File: config.mk
export PLATFORM = sky130hd
export DESIGN_NAME = pipe_hazard_ctrl_flat
export DESIGN_NICKNAME = d
export VERILOG_FILES = /design/src/rtl/pipe_hazard_ctrl_if.sv /design/src/rtl/pipe_hazard_ctrl.sv /design/src/flat_wrapper.sv
export SDC_FILE = /design/constraint.sdc
export NUM_CORES = 1
export LEC_CHECK = 0
export CAP_MARGIN = 20
export CORE_ASPECT_RATIO = 0.75
export CORE_MARGIN = 2
export CORE_UTILIZATION = 54
export CTS_BUF_LIST = sky130_fd_sc_hd__clkbuf_4 sky130_fd_sc_hd__clkbuf_8
export CTS_CLUSTER_DIAMETER = 100
export DETAILED_ROUTE_END_ITERATION = 8
export PLACE_DENSITY = 0.95
export SLEW_MARGIN = 20
export SYNTH_ARGS = -nofsm -noshare
export SYNTH_HDL_FRONTEND = slang
export SYNTH_SLANG_ARGS = --single-unit
export TNS_END_PERCENT = 20
File: constraint.sdc
create_clock -name clk -period 5.5 [get_ports clk]
set_input_delay 0.825 -clock clk [delete_from_list [all_inputs] [get_ports clk]]
set_output_delay 0.825 -clock clk [all_outputs]
set_load 0.02 [all_outputs]
File: src/rtl/pipe_hazard_ctrl_if.sv
// pipe_hazard_ctrl_if: hazard-controller <-> pipeline bundle.
//   Hazard sources: ID source ids/uses, EX destination/load/mispredict, M mem op.
//   Memory handshake: m_mem_op, dmem_ready in; dmem_req out.
//   Controls: pc/if_id/id_ex/ex_m/m_wb 2-bit codes (00 normal, 01 stall, 10 bubble), pc_redirect.
//   master = hazard controller, slave = pipeline side.
interface pipe_hazard_ctrl_if;
    logic [4:0] id_rs1_id;
    logic [4:0] id_rs2_id;
    logic       id_uses_rs1;
    logic       id_uses_rs2;
    logic [4:0] ex_rd_id;
    logic       ex_is_load;
    logic       ex_mispredict;
    logic       m_mem_op;
    logic       dmem_ready;
    logic       dmem_req;
    logic [1:0] pc_ctr;
    logic [1:0] if_id_ctr;
    logic [1:0] id_ex_ctr;
    logic [1:0] ex_m_ctr;
    logic [1:0] m_wb_ctr;
    logic       pc_redirect;

    modport master (
        input  id_rs1_id, id_rs2_id, id_uses_rs1, id_uses_rs2, ex_rd_id, ex_is_load,
               ex_mispredict, m_mem_op, dmem_ready,
        output dmem_req, pc_ctr, if_id_ctr, id_ex_ctr, ex_m_ctr, m_wb_ctr, pc_redirect
    );

    modport slave (
        output id_rs1_id, id_rs2_id, id_uses_rs1, id_uses_rs2, ex_rd_id, ex_is_load,
               ex_mispredict, m_mem_op, dmem_ready,
        input  dmem_req, pc_ctr, if_id_ctr, id_ex_ctr, ex_m_ctr, m_wb_ctr, pc_redirect
    );
endinterface

File: src/rtl/pipe_hazard_ctrl.sv
// pipe_hazard_ctrl: resolves memory wait, mispredict and load-use hazards into pipeline control codes.
//   clk, n_rst (async, active-low)
//   hif       : hazard inputs, dmem handshake, ctr codes and pc_redirect (master modport)
//   mem_err   : sticky memory-timeout error
//   stall_cnt : saturating count of memory-freeze and load-use stall cycles
//   flush_cnt : saturating count of mispredict flush cycles
module pipe_hazard_ctrl #(
    parameter int MEM_TIMEOUT = 16,
    parameter int CNT_W       = 32
) (
    input  logic               clk,
    input  logic               n_rst,
    pipe_hazard_ctrl_if.master hif,
    output logic               mem_err,
    output logic [CNT_W-1:0]   stall_cnt,
    output logic [CNT_W-1:0]   flush_cnt
);
    localparam int WW = (MEM_TIMEOUT < 2) ? 1 : $clog2(MEM_TIMEOUT + 1);
    localparam logic [1:0] NORM = 2'b00, STALL = 2'b01, BUB = 2'b10;

    typedef enum logic [1:0] {M_IDLE, M_WAIT, M_ERR} state_t;

    state_t           state_q, state_d;
    logic [WW-1:0]    wait_cnt_q, wait_cnt_d;
    logic             mem_err_q, mem_err_d;
    logic [CNT_W-1:0] stall_cnt_q, stall_cnt_d, flush_cnt_q, flush_cnt_d;
    logic             err, mem_stall, load_use, freeze, flush, lu_stall, timeout;

    always_comb begin
        err       = state_q == M_ERR;
        hif.dmem_req = hif.m_mem_op & !err;
        mem_stall = hif.dmem_req & !hif.dmem_ready;
        load_use  = hif.ex_is_load & (hif.ex_rd_id != 5'd0) &
                    ((hif.id_uses_rs1 & (hif.id_rs1_id == hif.ex_rd_id)) |
                     (hif.id_uses_rs2 & (hif.id_rs2_id == hif.ex_rd_id)));
        // A hazard masked by a freeze stays visible in the frozen EX/ID and is acted on once the freeze lifts.
        freeze    = err | mem_stall;
        flush     = !freeze & hif.ex_mispredict;
        lu_stall  = !freeze & !hif.ex_mispredict & load_use;
        hif.pc_ctr      = (freeze | lu_stall) ? STALL : NORM;
        hif.if_id_ctr   = (freeze | lu_stall) ? STALL : flush ? BUB : NORM;
        hif.id_ex_ctr   = freeze ? STALL : (flush | lu_stall) ? BUB : NORM;
        hif.ex_m_ctr    = freeze ? STALL : NORM;
        hif.m_wb_ctr    = freeze ? BUB : NORM;
        hif.pc_redirect = flush;
        // Fires on the cycle that would make MEM_TIMEOUT consecutive wait cycles.
        timeout   = (MEM_TIMEOUT != 0) && mem_stall && ((32'(wait_cnt_q) + 32'd1) == 32'(MEM_TIMEOUT));
        wait_cnt_d  = mem_stall ? wait_cnt_q + WW'(1) : '0;
        state_d     = (err | timeout) ? M_ERR : mem_stall ? M_WAIT : M_IDLE;
        mem_err_d   = state_d == M_ERR;
        stall_cnt_d = ((mem_stall | lu_stall) && !err && stall_cnt_q != '1) ? stall_cnt_q + CNT_W'(1) : stall_cnt_q;
        flush_cnt_d = (flush && flush_cnt_q != '1) ? flush_cnt_q + CNT_W'(1) : flush_cnt_q;
    end

    always_ff @(posedge clk or negedge n_rst) begin
        if (!n_rst) begin
            state_q     <= M_IDLE;
            wait_cnt_q  <= '0;
            mem_err_q   <= 1'b0;
            stall_cnt_q <= '0;
            flush_cnt_q <= '0;
        end else begin
            state_q     <= state_d;
            wait_cnt_q  <= wait_cnt_d;
            mem_err_q   <= mem_err_d;
            stall_cnt_q <= stall_cnt_d;
            flush_cnt_q <= flush_cnt_d;
        end
    end

    assign mem_err   = mem_err_q;
    assign stall_cnt = stall_cnt_q;
    assign flush_cnt = flush_cnt_q;
endmodule

File: src/flat_wrapper.sv
// flat-port wrapper written by rule: the top's interface ports become plain ports
module pipe_hazard_ctrl_flat 
#(
    parameter int MEM_TIMEOUT = 16,
    parameter int CNT_W       = 32
)
  (clk, n_rst, mem_err, stall_cnt, flush_cnt, hif_id_rs1_id, hif_id_rs2_id, hif_id_uses_rs1, hif_id_uses_rs2, hif_ex_rd_id, hif_ex_is_load, hif_ex_mispredict, hif_m_mem_op, hif_dmem_ready, hif_dmem_req, hif_pc_ctr, hif_if_id_ctr, hif_id_ex_ctr, hif_ex_m_ctr, hif_m_wb_ctr, hif_pc_redirect);
  pipe_hazard_ctrl_if hif_i ();
  input  logic clk;
  input  logic n_rst;
  output logic mem_err;
  output logic [CNT_W-1:0] stall_cnt;
  output logic [CNT_W-1:0] flush_cnt;
  input wire logic [$bits(hif_i.id_rs1_id)-1:0] hif_id_rs1_id;
  input wire logic [$bits(hif_i.id_rs2_id)-1:0] hif_id_rs2_id;
  input wire logic [$bits(hif_i.id_uses_rs1)-1:0] hif_id_uses_rs1;
  input wire logic [$bits(hif_i.id_uses_rs2)-1:0] hif_id_uses_rs2;
  input wire logic [$bits(hif_i.ex_rd_id)-1:0] hif_ex_rd_id;
  input wire logic [$bits(hif_i.ex_is_load)-1:0] hif_ex_is_load;
  input wire logic [$bits(hif_i.ex_mispredict)-1:0] hif_ex_mispredict;
  input wire logic [$bits(hif_i.m_mem_op)-1:0] hif_m_mem_op;
  input wire logic [$bits(hif_i.dmem_ready)-1:0] hif_dmem_ready;
  output wire logic [$bits(hif_i.dmem_req)-1:0] hif_dmem_req;
  output wire logic [$bits(hif_i.pc_ctr)-1:0] hif_pc_ctr;
  output wire logic [$bits(hif_i.if_id_ctr)-1:0] hif_if_id_ctr;
  output wire logic [$bits(hif_i.id_ex_ctr)-1:0] hif_id_ex_ctr;
  output wire logic [$bits(hif_i.ex_m_ctr)-1:0] hif_ex_m_ctr;
  output wire logic [$bits(hif_i.m_wb_ctr)-1:0] hif_m_wb_ctr;
  output wire logic [$bits(hif_i.pc_redirect)-1:0] hif_pc_redirect;
  assign hif_i.id_rs1_id = hif_id_rs1_id;
  assign hif_i.id_rs2_id = hif_id_rs2_id;
  assign hif_i.id_uses_rs1 = hif_id_uses_rs1;
  assign hif_i.id_uses_rs2 = hif_id_uses_rs2;
  assign hif_i.ex_rd_id = hif_ex_rd_id;
  assign hif_i.ex_is_load = hif_ex_is_load;
  assign hif_i.ex_mispredict = hif_ex_mispredict;
  assign hif_i.m_mem_op = hif_m_mem_op;
  assign hif_i.dmem_ready = hif_dmem_ready;
  assign hif_dmem_req = hif_i.dmem_req;
  assign hif_pc_ctr = hif_i.pc_ctr;
  assign hif_if_id_ctr = hif_i.if_id_ctr;
  assign hif_id_ex_ctr = hif_i.id_ex_ctr;
  assign hif_ex_m_ctr = hif_i.ex_m_ctr;
  assign hif_m_wb_ctr = hif_i.m_wb_ctr;
  assign hif_pc_redirect = hif_i.pc_redirect;
  pipe_hazard_ctrl #(.MEM_TIMEOUT(MEM_TIMEOUT), .CNT_W(CNT_W)) u_core (.clk(clk), .n_rst(n_rst), .hif(hif_i), .mem_err(mem_err), .stall_cnt(stall_cnt), .flush_cnt(flush_cnt));
endmodule
==> flow_metrics.py, run 1 <==
metrics = {
    "run_status": {
        "status": "finished clean",
    },
    "logic_synthesis": {
        "synth.largest_area_cell": "dfrtp_1",
        "postSynthAreaPerCell_um2": 10.6,
        "yosys_register_bits": 72,
        "synth.top_cells.by_area": "dfrtp_1, xnor2_1, nand4_1, xor2_1, nor2_1",
        "yosysSeqAreaShare_pct": 49.8,
        "yosysTopAreaCellShare_pct": 49.8,
        "synthesis.area_mm2": 0.00362,
        "yosysUniqueCellTypes": 36,
        "synthCells": 342,
        "synth.yosys.warnings": 0,
    },
    "final_layout": {
        "diodes": 0,
        "fillerInstances": 447,
        "final_cell_mix": "clkdlybuf4s50_1, dfrtp_1, xnor2_1",
        "syn2layout_area_growth_pct": 33.7,
        "drive_gt1_share_pct": 8.04,
        "fin_nets": 470,
        "final_common_cell": "clkdlybuf4s50_1",
    },
    "power_and_ir_drop": {
        "p_comb_share_pct": 4.0,
        "pwr-share-clk_pct": 44.7,
        "p_per_area_mw_per_mm2": 213,
        "p_leak_uw": 0.00208,
        "swShare_pct": 21.0,
        "p_switching_uw": 217,
        "p_int_uw": 814,
        "share_seq_of_total_power_pct": 51.3,
        "ir_drop_mv": 0.142,
    },
    "sta": {
        "worst_slew_pin_slew_ps": 881,
        "final.setup_skew_ps": 5.82,
        "hold_viol_final": 0,
        "slew_violations": 0,
        "rsz0062_at_grt": "false",
        "layout_worst_path_cycle_share_pct": 64.5,
        "relSlewSlack_pct": 41.3,
        "fmax_ghz": 0.282,
        "tns_ps": 0,
        "finalSetupViolations": 0,
        "post-route-min-period_ps": 3540,
        "worst_slack_ps": 1960,
    },
    "placed_design": {
        "hpwl_um": 6200,
        "gp_congestion": 0.829,
        "numPortBuffers": 96,
        "post-place-ws_ps": 1990,
    },
    "die": {
        "num_io_pins": 100,
        "die_area_mm2": 0.00737,
        "dieWidth_um": 98.5,
        "start_util_pct": 56.7,
        "rows": 25,
        "fp.coreArea_mm2": 0.00638,
        "fp.dieH_um": 74.9,
    },
    "clock_tree": {
        "clk_pin_slew_ps": 70,
        "numCtsBuffers": 9,
        "cts_root_buffer": "clkbuf_8",
        "hold_buffers": 0,
        "cts_tree": "yes",
        "htreeDepth": 3,
        "ctsResizeCount": 0,
        "post-cts-setup-buffer-count": 0,
        "clkSinkCount": 72,
        "cts_buffer_depth": 2,
        "clk_latency_ps": 340,
    },
    "grt": {
        "grt_max_degree": 73,
        "grt_pass1_vias": 3024,
        "antenna_found_initial": 0,
        "grt_pass1_wl_um": 14300,
        "globalRouteOverflowTotal": 0,
        "track_usage_pct": 24.6,
    },
    "route": {
        "via_count": 2957,
        "wire_per_inst_um": 16.1,
        "drt_iter0_drc": 169,
        "vias_per_cell": 5.59,
        "detail_route.first_pass.iterations": 4,
        "wl_um": 8500,
        "drc": 0,
        "ant_nets": 0,
    },
    "worst_setup_path": {
        "path_cells": "clkdlybuf4s50_1 > xnor2_1 > nand4_1 > o22ai_1 > nand4_1 > nand2_1 > clkdlybuf4s50_1",
        "startpoint_type": "input port",
        "critPathTopFamily": "buffers and inverters",
        "worst_ep_arrival_time_ps": 2720,
        "cp-end-kind": "output pin",
        "slowest_stage": "clkdlybuf4s50_1",
        "path_max_fanout": 3,
        "cpPeakStageDelay_ps": 610,
        "crit_buf_inv": 2,
        "criticalPathCategory": "input port to output pin",
        "critPathRequiredTime_ps": 4680,
    },
    "run": {
        "drv_cap": 0,
    },
    "worst_hold_path": {
        "worstHoldPathType": "register to register",
    },
}
final timing paths:
| check | startpoint | to | slack (ps) | depth (start not counted) |
|---|---|---|---|---|
| setup / recovery | hif_ex_rd_id[0] | hif_pc_ctr[0] | 1960 | 7 |
| hold / removal | u_core.stall_cnt[5] | u_core.stall_cnt[5] | 490 | 1 |
| setup reg to reg | u_core.flush_cnt[0] | u_core.flush_cnt[1] | 3350 | 6 |
| hold reg to reg | u_core.stall_cnt[5] | u_core.stall_cnt[5] | 490 | 1 |
| max in group asynchronous | n_rst | u_core.stall_cnt[9] | 4250 | 2 |
| min in group asynchronous | n_rst | u_core.state_q[1] | 680 | 2 |
logic make-up (layout without fill, tap and decap cells):
logic type	count (synthesis)	in the layout	synth area share, %
simple gates	164	164	24.9
xor+xnor	74	74	17.9
flops	72	72	49.8
buf+inv	18	122	3.01
compound gates	7	7	2.21
fa+ha+maj	4	4	1.38
mux	2	2	0.623
other cells	1	3	0.104
synth_stat cells:
master / number
dfrtp_1: 72
xnor2_1: 50
nand4_1: 36
nor2_1: 33
nand2_1: 31
xor2_1: 24
nand3_1: 15
and3_1: 10
nor3_1: 9
and4_1: 8
inv_1: 8
buf_4: 7
and2_1: 5
ha_1: 4
nor2b_1: 3
nor4_2: 3
buf_6: 2
mux2_2: 2
nand3_2: 2
or2_2: 2
a21boi_0: 1
a21oi_1: 1
a32o_1: 1
and2_2: 1
and4_2: 1
conb_1: 1
inv_2: 1
nand2_2: 1
nand2b_1: 1
nand2b_2: 1
nand4_2: 1
o2111ai_4: 1
o221ai_1: 1
o22ai_1: 1
o311ai_2: 1
or4_4: 1
power by group through the flow:
stage | Sequential [uW] | Clock (uW) | Combinational (uW)
CTS | 529 | 469 | 41.7
global placement | 539 | 0 | 40.1
finish | 529 | 461 | 40.9
detailed placement | 539 | 0 | 41.4
global route | 529 | 489 | 45.3
floorplan | 540 | 0 | 13.1
area by class of cell:
| cell class | count | area, um2 | area share [%] |
|---|---|---|---|
| sequential | 72 | 1800 | 37.3 |
| multi-input combinational | 254 | 1710 | 35.4 |
| timing repair buffer | 97 | 963 | 19.9 |
| clock buffer | 10 | 138 | 2.85 |
| tap | 81 | 101 | 2.10 |
| clock inverter | 6 | 82.6 | 1.71 |
| inverter | 9 | 33.8 | 0.699 |
through the flow:
step / hold slack (ps) / util [%] / instance area, um2 / instances / power [uW]
floorplan: 461 / - / 3620 / 344 / 553
detailed placement: 484 / 72.3 / 4610 / 513 / 581
global route: 516 / 75.7 / 4830 / 529 / 1060
CTS: 496 / 75.7 / 4830 / 529 / 1040
global placement: 479 / 72.3 / 4610 / 513 / 579
finish: 491 / 75.7 / 4830 / 529 / 1030
per-layer routing:
metal	vias up	part of all wire (%)	global-route usage (%)	wire length [um]
li1	1381	-	-	-
met1	1458	43	31.0	3650
met2	106	50	41.3	4230
met3	12	5.9	7.43	500
met4	0	1.4	8.98	118
met5	-	0	0	0
sequential cells by signal, summed over array words and instances (netlist names):
name / cells
u_core.state_q: 2
u_core.flush_cnt: 32
u_core.stall_cnt: 32
u_core.wait_cnt_q: 5
u_core.mem_err: 1
worst reg2reg max path: cells and delay by family (launching register included):
| kind | cells | cell delay [ps] |
|---|---|---|
| adders and majority gates | 1 | 210 |
| DFF | 1 | 410 |
| muxes | 1 | 350 |
| and+or+nand+nor | 4 | 1070 |
Note: power is estimated with default switching activity, not from simulation.
==> run 2, diff against run 1 <==
CORE_UTILIZATION = 45   (was 54)
PLACE_DENSITY = 0.86   (was 0.95)
clock period = 3.1 ns   (was 5.5 ns; I/O delays follow)
==> flow_metrics.py, run 2 (synthesis results as in run 1) <==
metrics = {
    "final_layout": {
        "syn2layout_area_growth_pct": 33.6,
        "final_cells": 551,
        "drive_gt1_share_pct": 7.62,
        "diodes": 0,
        "final_common_cell": "clkdlybuf4s50_1",
        "final_cell_mix": "clkdlybuf4s50_1, dfrtp_1, xnor2_1",
        "fin_nets": 470,
    },
    "clock_tree": {
        "cts_root_buffer": "clkbuf_8",
        "post-cts-setup-buffer-count": 0,
        "cts_buffer_depth": 2,
        "clk_latency_ps": 330,
        "cts_tree": "yes",
        "htreeDepth": 3,
        "hold_buffers": 0,
        "clk_pin_slew_ps": 70,
        "clkSinkCount": 72,
        "ctsResizeCount": 0,
        "numCtsBuffers": 9,
    },
    "sta": {
        "hold_viol_final": 0,
        "final.setup_skew_ps": 8.50,
        "slew_violations": 0,
        "fmax_ghz": 0.356,
        "worst_slew_pin_slew_ps": 817,
        "finalSetupViolations": 0,
        "tns_ps": 0,
        "rsz0062_at_grt": "false",
        "relSlewSlack_pct": 45.6,
        "post-route-min-period_ps": 2810,
        "layout_worst_path_cycle_share_pct": 90.6,
    },
    "placed_design": {
        "gp_congestion": 0.773,
        "numPortBuffers": 96,
        "dpl.cell_count": 537,
        "hpwl_um": 6110,
    },
    "route": {
        "drc": 0,
        "wire_per_inst_um": 14.6,
        "detail_route.first_pass.iterations": 4,
        "via_count": 2834,
        "drt_iter0_drc": 103,
        "ant_nets": 0,
        "vias_per_cell": 5.14,
        "wl_um": 8030,
    },
    "worst_setup_path": {
        "worst_ep_arrival_time_ps": 2340,
        "r2r_end": "u_core.stall_cnt[28]",
        "r2r_slack_ps": 960,
        "r2r_start": "u_core.stall_cnt[21]",
        "startpoint_type": "input port",
        "cp-end-kind": "output pin",
        "critPathRequiredTime_ps": 2630,
        "criticalPathCategory": "input port to output pin",
        "r2r_cells": 6,
        "path_max_fanout": 3,
    },
    "grt": {
        "grt_pass1_wl_um": 13300,
        "grt-busiest-layer": "met2",
        "grt_use_met1_pct": 26.3,
        "antenna_found_initial": 0,
        "grtUsageMet3_pct": 4.21,
        "grt_max_degree": 38,
        "track_usage_pct": 19.4,
        "globalRouteOverflowTotal": 0,
        "grt_pass1_vias": 2792,
        "grtUsageMet2_pct": 31.2,
    },
    "die": {
        "die_area_mm2": 0.00878,
        "fp.dieH_um": 81.6,
        "rows": 28,
        "num_io_pins": 100,
        "fp.coreArea_mm2": 0.00785,
        "start_util_pct": 46.1,
        "dieWidth_um": 108,
    },
    "power_and_ir_drop": {
        "p_leak_uw": 0.00207,
        "p_per_area_mw_per_mm2": 350,
        "ir_drop_mv": 0.207,
    },
    "worst_hold_path": {
        "worstHoldPathType": "input port to asynchronous set/reset pin",
    },
    "run_status": {
        "status": "finished clean",
    },
    "run": {
        "drv_cap": 0,
    },
}
run 2: report_power, final:
group          internal [uW]  switching [uW]
clock                    357             320
sequential               939               0
combinational           37.3            38.0
total                   1330             358
run 2: per-stage QoR:
stage / instance area [um2] / util [%] / setup slack, ps / hold WS, ps / total power [uW]
2_1_floorplan: 3620 / - / 1100 / 169 / 980
3_3_place_gp: 4660 / 59.3 / 368 / 479 / 1030
3_5_place_dp: 4660 / 59.3 / 293 / 484 / 1030
4_1_cts: 4830 / 61.5 / 277 / 237 / 1720
5_1_grt: 4830 / 61.5 / 138 / 285 / 1760
6_report: 4830 / 61.5 / 291 / 219 / 1690
run 2: metal layers:
metal | wire [um] | part of all wire (%)
met5 | 0 | 0
met4 | 121 | 1.5
met3 | 346 | 4.3
met2 | 3710 | 46
met1 | 3850 | 48
run 2: worst max-delay path by stage:
stage / start / to / slack (ps) / cells after the start
after detailed placement: hif_ex_rd_id[1] / hif_if_id_ctr[0] / 290 / 7
after floorplan: u_core.flush_cnt[0] / u_core.flush_cnt[1] / 1100 / 6
after CTS: hif_ex_rd_id[1] / hif_if_id_ctr[0] / 280 / 7
final: hif_ex_rd_id[1] / hif_if_id_ctr[0] / 290 / 7
after global routing: hif_ex_rd_id[1] / hif_pc_ctr[0] / 140 / 7
after global placement: hif_ex_rd_id[0] / hif_if_id_ctr[0] / 370 / 7
run 2: area by class of cell:
cell class                      count  area [um2]
Fill cell                         662        3020
Multi-Input combinational cell    254        1710
Inverter                            9        33.8
Clock inverter                      5        50.0
Timing Repair Buffer               97         976
Sequential cell                    72        1800
Clock buffer                        9         124
Tap cell                          105         131
run 2: critical path, cell delays in order:
cell             delay [ps]
clkdlybuf4s50_1         550
xnor2_1                 140
nand4_1                 150
o22ai_1                 190
nand4_1                 130
nand2_1                 110
clkdlybuf4s50_1         600
==> run 3, diff against run 2 <==
CAP_MARGIN = unset   (was 20)
SKIP_CTS_REPAIR_TIMING = 1   (was unset)
==> results of run 3 <==
Final layout, timing and power as in run 2 (identical DEF).
==> RTL edit, RTL diff (flow settings as in run 2) <==
`MEM_TIMEOUT` is set to 16 in 2 places; all go to 8.
--- a/src/rtl/pipe_hazard_ctrl.sv
+++ b/src/rtl/pipe_hazard_ctrl.sv
@@ -5,7 +5,7 @@
 //   stall_cnt : saturating count of memory-freeze and load-use stall cycles
 //   flush_cnt : saturating count of mispredict flush cycles
 module pipe_hazard_ctrl #(
-    parameter int MEM_TIMEOUT = 16,
+    parameter int MEM_TIMEOUT = 8,
     parameter int CNT_W       = 32
 ) (
     input  logic               clk,
--- a/src/flat_wrapper.sv
+++ b/src/flat_wrapper.sv
@@ -1,7 +1,7 @@
 // flat-port wrapper written by rule: the top's interface ports become plain ports
 module pipe_hazard_ctrl_flat 
 #(
-    parameter int MEM_TIMEOUT = 16,
+    parameter int MEM_TIMEOUT = 8,
     parameter int CNT_W       = 32
 )
   (clk, n_rst, mem_err, stall_cnt, flush_cnt, hif_id_rs1_id, hif_id_rs2_id, hif_id_uses_rs1, hif_id_uses_rs2, hif_ex_rd_id, hif_ex_is_load, hif_ex_mispredict, hif_m_mem_op, hif_dmem_ready, hif_dmem_req, hif_pc_ctr, hif_if_id_ctr, hif_id_ex_ctr, hif_ex_m_ctr, hif_m_wb_ctr, hif_pc_redirect);
Behaviour: not the same (a bounded check fails within 10 cycles, from zero or initial values and one cycle with n_rst low).
==> RTL edit against run 2 <==
Die area down 1.0%; wire length up 6.6%; first-iteration DRC count up 23%; cell count up 0.18%; global-route usage up 1.2 points; cell area down 0.49%; area after synthesis down 1.1%; worst hold slack better by 0.11 ns; sequential cell count down 1; worst setup slack worse by 0.021 ns; clock skew up 0.0014 ns; utilization about the same; highest routed layer unchanged.
Power is not compared: it rests on default switching activity, and its combinational part moved more than twofold at a synthesized area within 25%.
==> RTL edit: results (changes against run 2) <==
* Met3 layer wire length in the routed design: 635 µm (was 346 µm)
* Final clock-cell share: 0.03801 (was 0.03601)
* Fraction of layout instances using a drive strength above 1: 0.07383 (was 0.07623)
* Worst setup path end: hif_pc_ctr[0] (was hif_if_id_ctr[0])
- Global router's overall resource usage: 0.2055 (was 0.1937)
- Starting DRT DRC Count: 127 (was 103)
- The met1 track demand over resource was 0.2733 (was 0.2632).
- Filler Cell Count: 660 (was 662)
- M1 wire length: 3886 µm (was 3849 µm)
- The post-synthesis average cell area came to 10.43 µm² (was 10.57 µm²).
- The design draws 2.271 mW.
* Maximum number of pins on one net before global-route repair: 72 (was 38)
- Sequential fraction of total cell area: 0.3697 (was 0.3731)
- The number of inverters outside the clock class in the layout was 6 (was 9).
- Worst R2R Start: u_core.flush_cnt[0] (was u_core.stall_cnt[21])
* Post-route non-filler standard cell count: 552 (was 551)
- The number of synthesized register bits is 71 (was 72).
* Setup Skew: 0.009884 ns (was 0.008499 ns)
* Dominant cells by area after synthesis: dfrtp_1, xnor2_1, xor2_1 (was dfrtp_1, xnor2_1, nand4_1)
- Multi-input logic cell count: 256 (was 254)
- Non-clock buffer share of cell area: 0.2036 (was 0.2021)
- The global-route met2 utilization is 0.3255 (was 0.3119).
- Hold Worst Slack: 0.3297 ns (was 0.2187 ns)
- The post-detailed-placement cell area was 0.004623 mm² (was 0.004656 mm²).
- GP Congestion: 0.8562 (was 0.7733)
- Multi-input gate share of total cell area: 0.3567 (was 0.3547)
* Data arrival, critical path: 2.36 ns (was 2.34 ns)
- The total met2 wirelength after detailed routing was 3963 µm (was 3712 µm).
* Slew of the pin with the lowest slew margin: 0.8874 ns (was 0.8166 ns)
- The buffer count excluding the clock tree in the final layout is 99 (was 97).
* End of the worst register-to-register path: u_core.flush_cnt[28] (was u_core.stall_cnt[28])
* Worst Setup Slack post-DPL: 0.3058 ns (was 0.2935 ns)
* Status: completed (unchanged)
- The sequential share of the synthesized area came to 0.4967 (was 0.4983).
==> RTL edit: cell types whose count changed after synthesis, sizes merged, moves of 3 or more <==
cell / delta
nand3: +7
nor4: +3
clkbuf: +5
and2: +3
inv: -3
nor3: +4
nand2: +3
nand4: -15
nor2: -13
==> RTL edit: cells by family (layout without fill, tap and decap cells) <==
kind of cell | count (synthesis) | in the layout | synth area share
AND/OR/NAND/NOR | 166 | 166 | 0.2571
XOR/XNOR | 74 | 74 | 0.1812
flip-flops | 71 | 71 | 0.4967
buffers and inverters | 18 | 120 | 0.02623
AO/OA/AOI/OAI | 8 | 8 | 0.02064
adder cells (fa/ha/maj) | 4 | 4 | 0.01399
other | 1 | 3 | 0.001048
multiplexers | 1 | 1 | 0.003148
==> RTL edit: worst max-delay path, cell delays in order <==
cell and delay, ns:
clkdlybuf4s50_1 0.54, xnor2_1 0.14, nand4_1 0.14, o22ai_1 0.27, nand2_1 0.11, nand2_1 0.10
clkdlybuf4s50_1 0.60
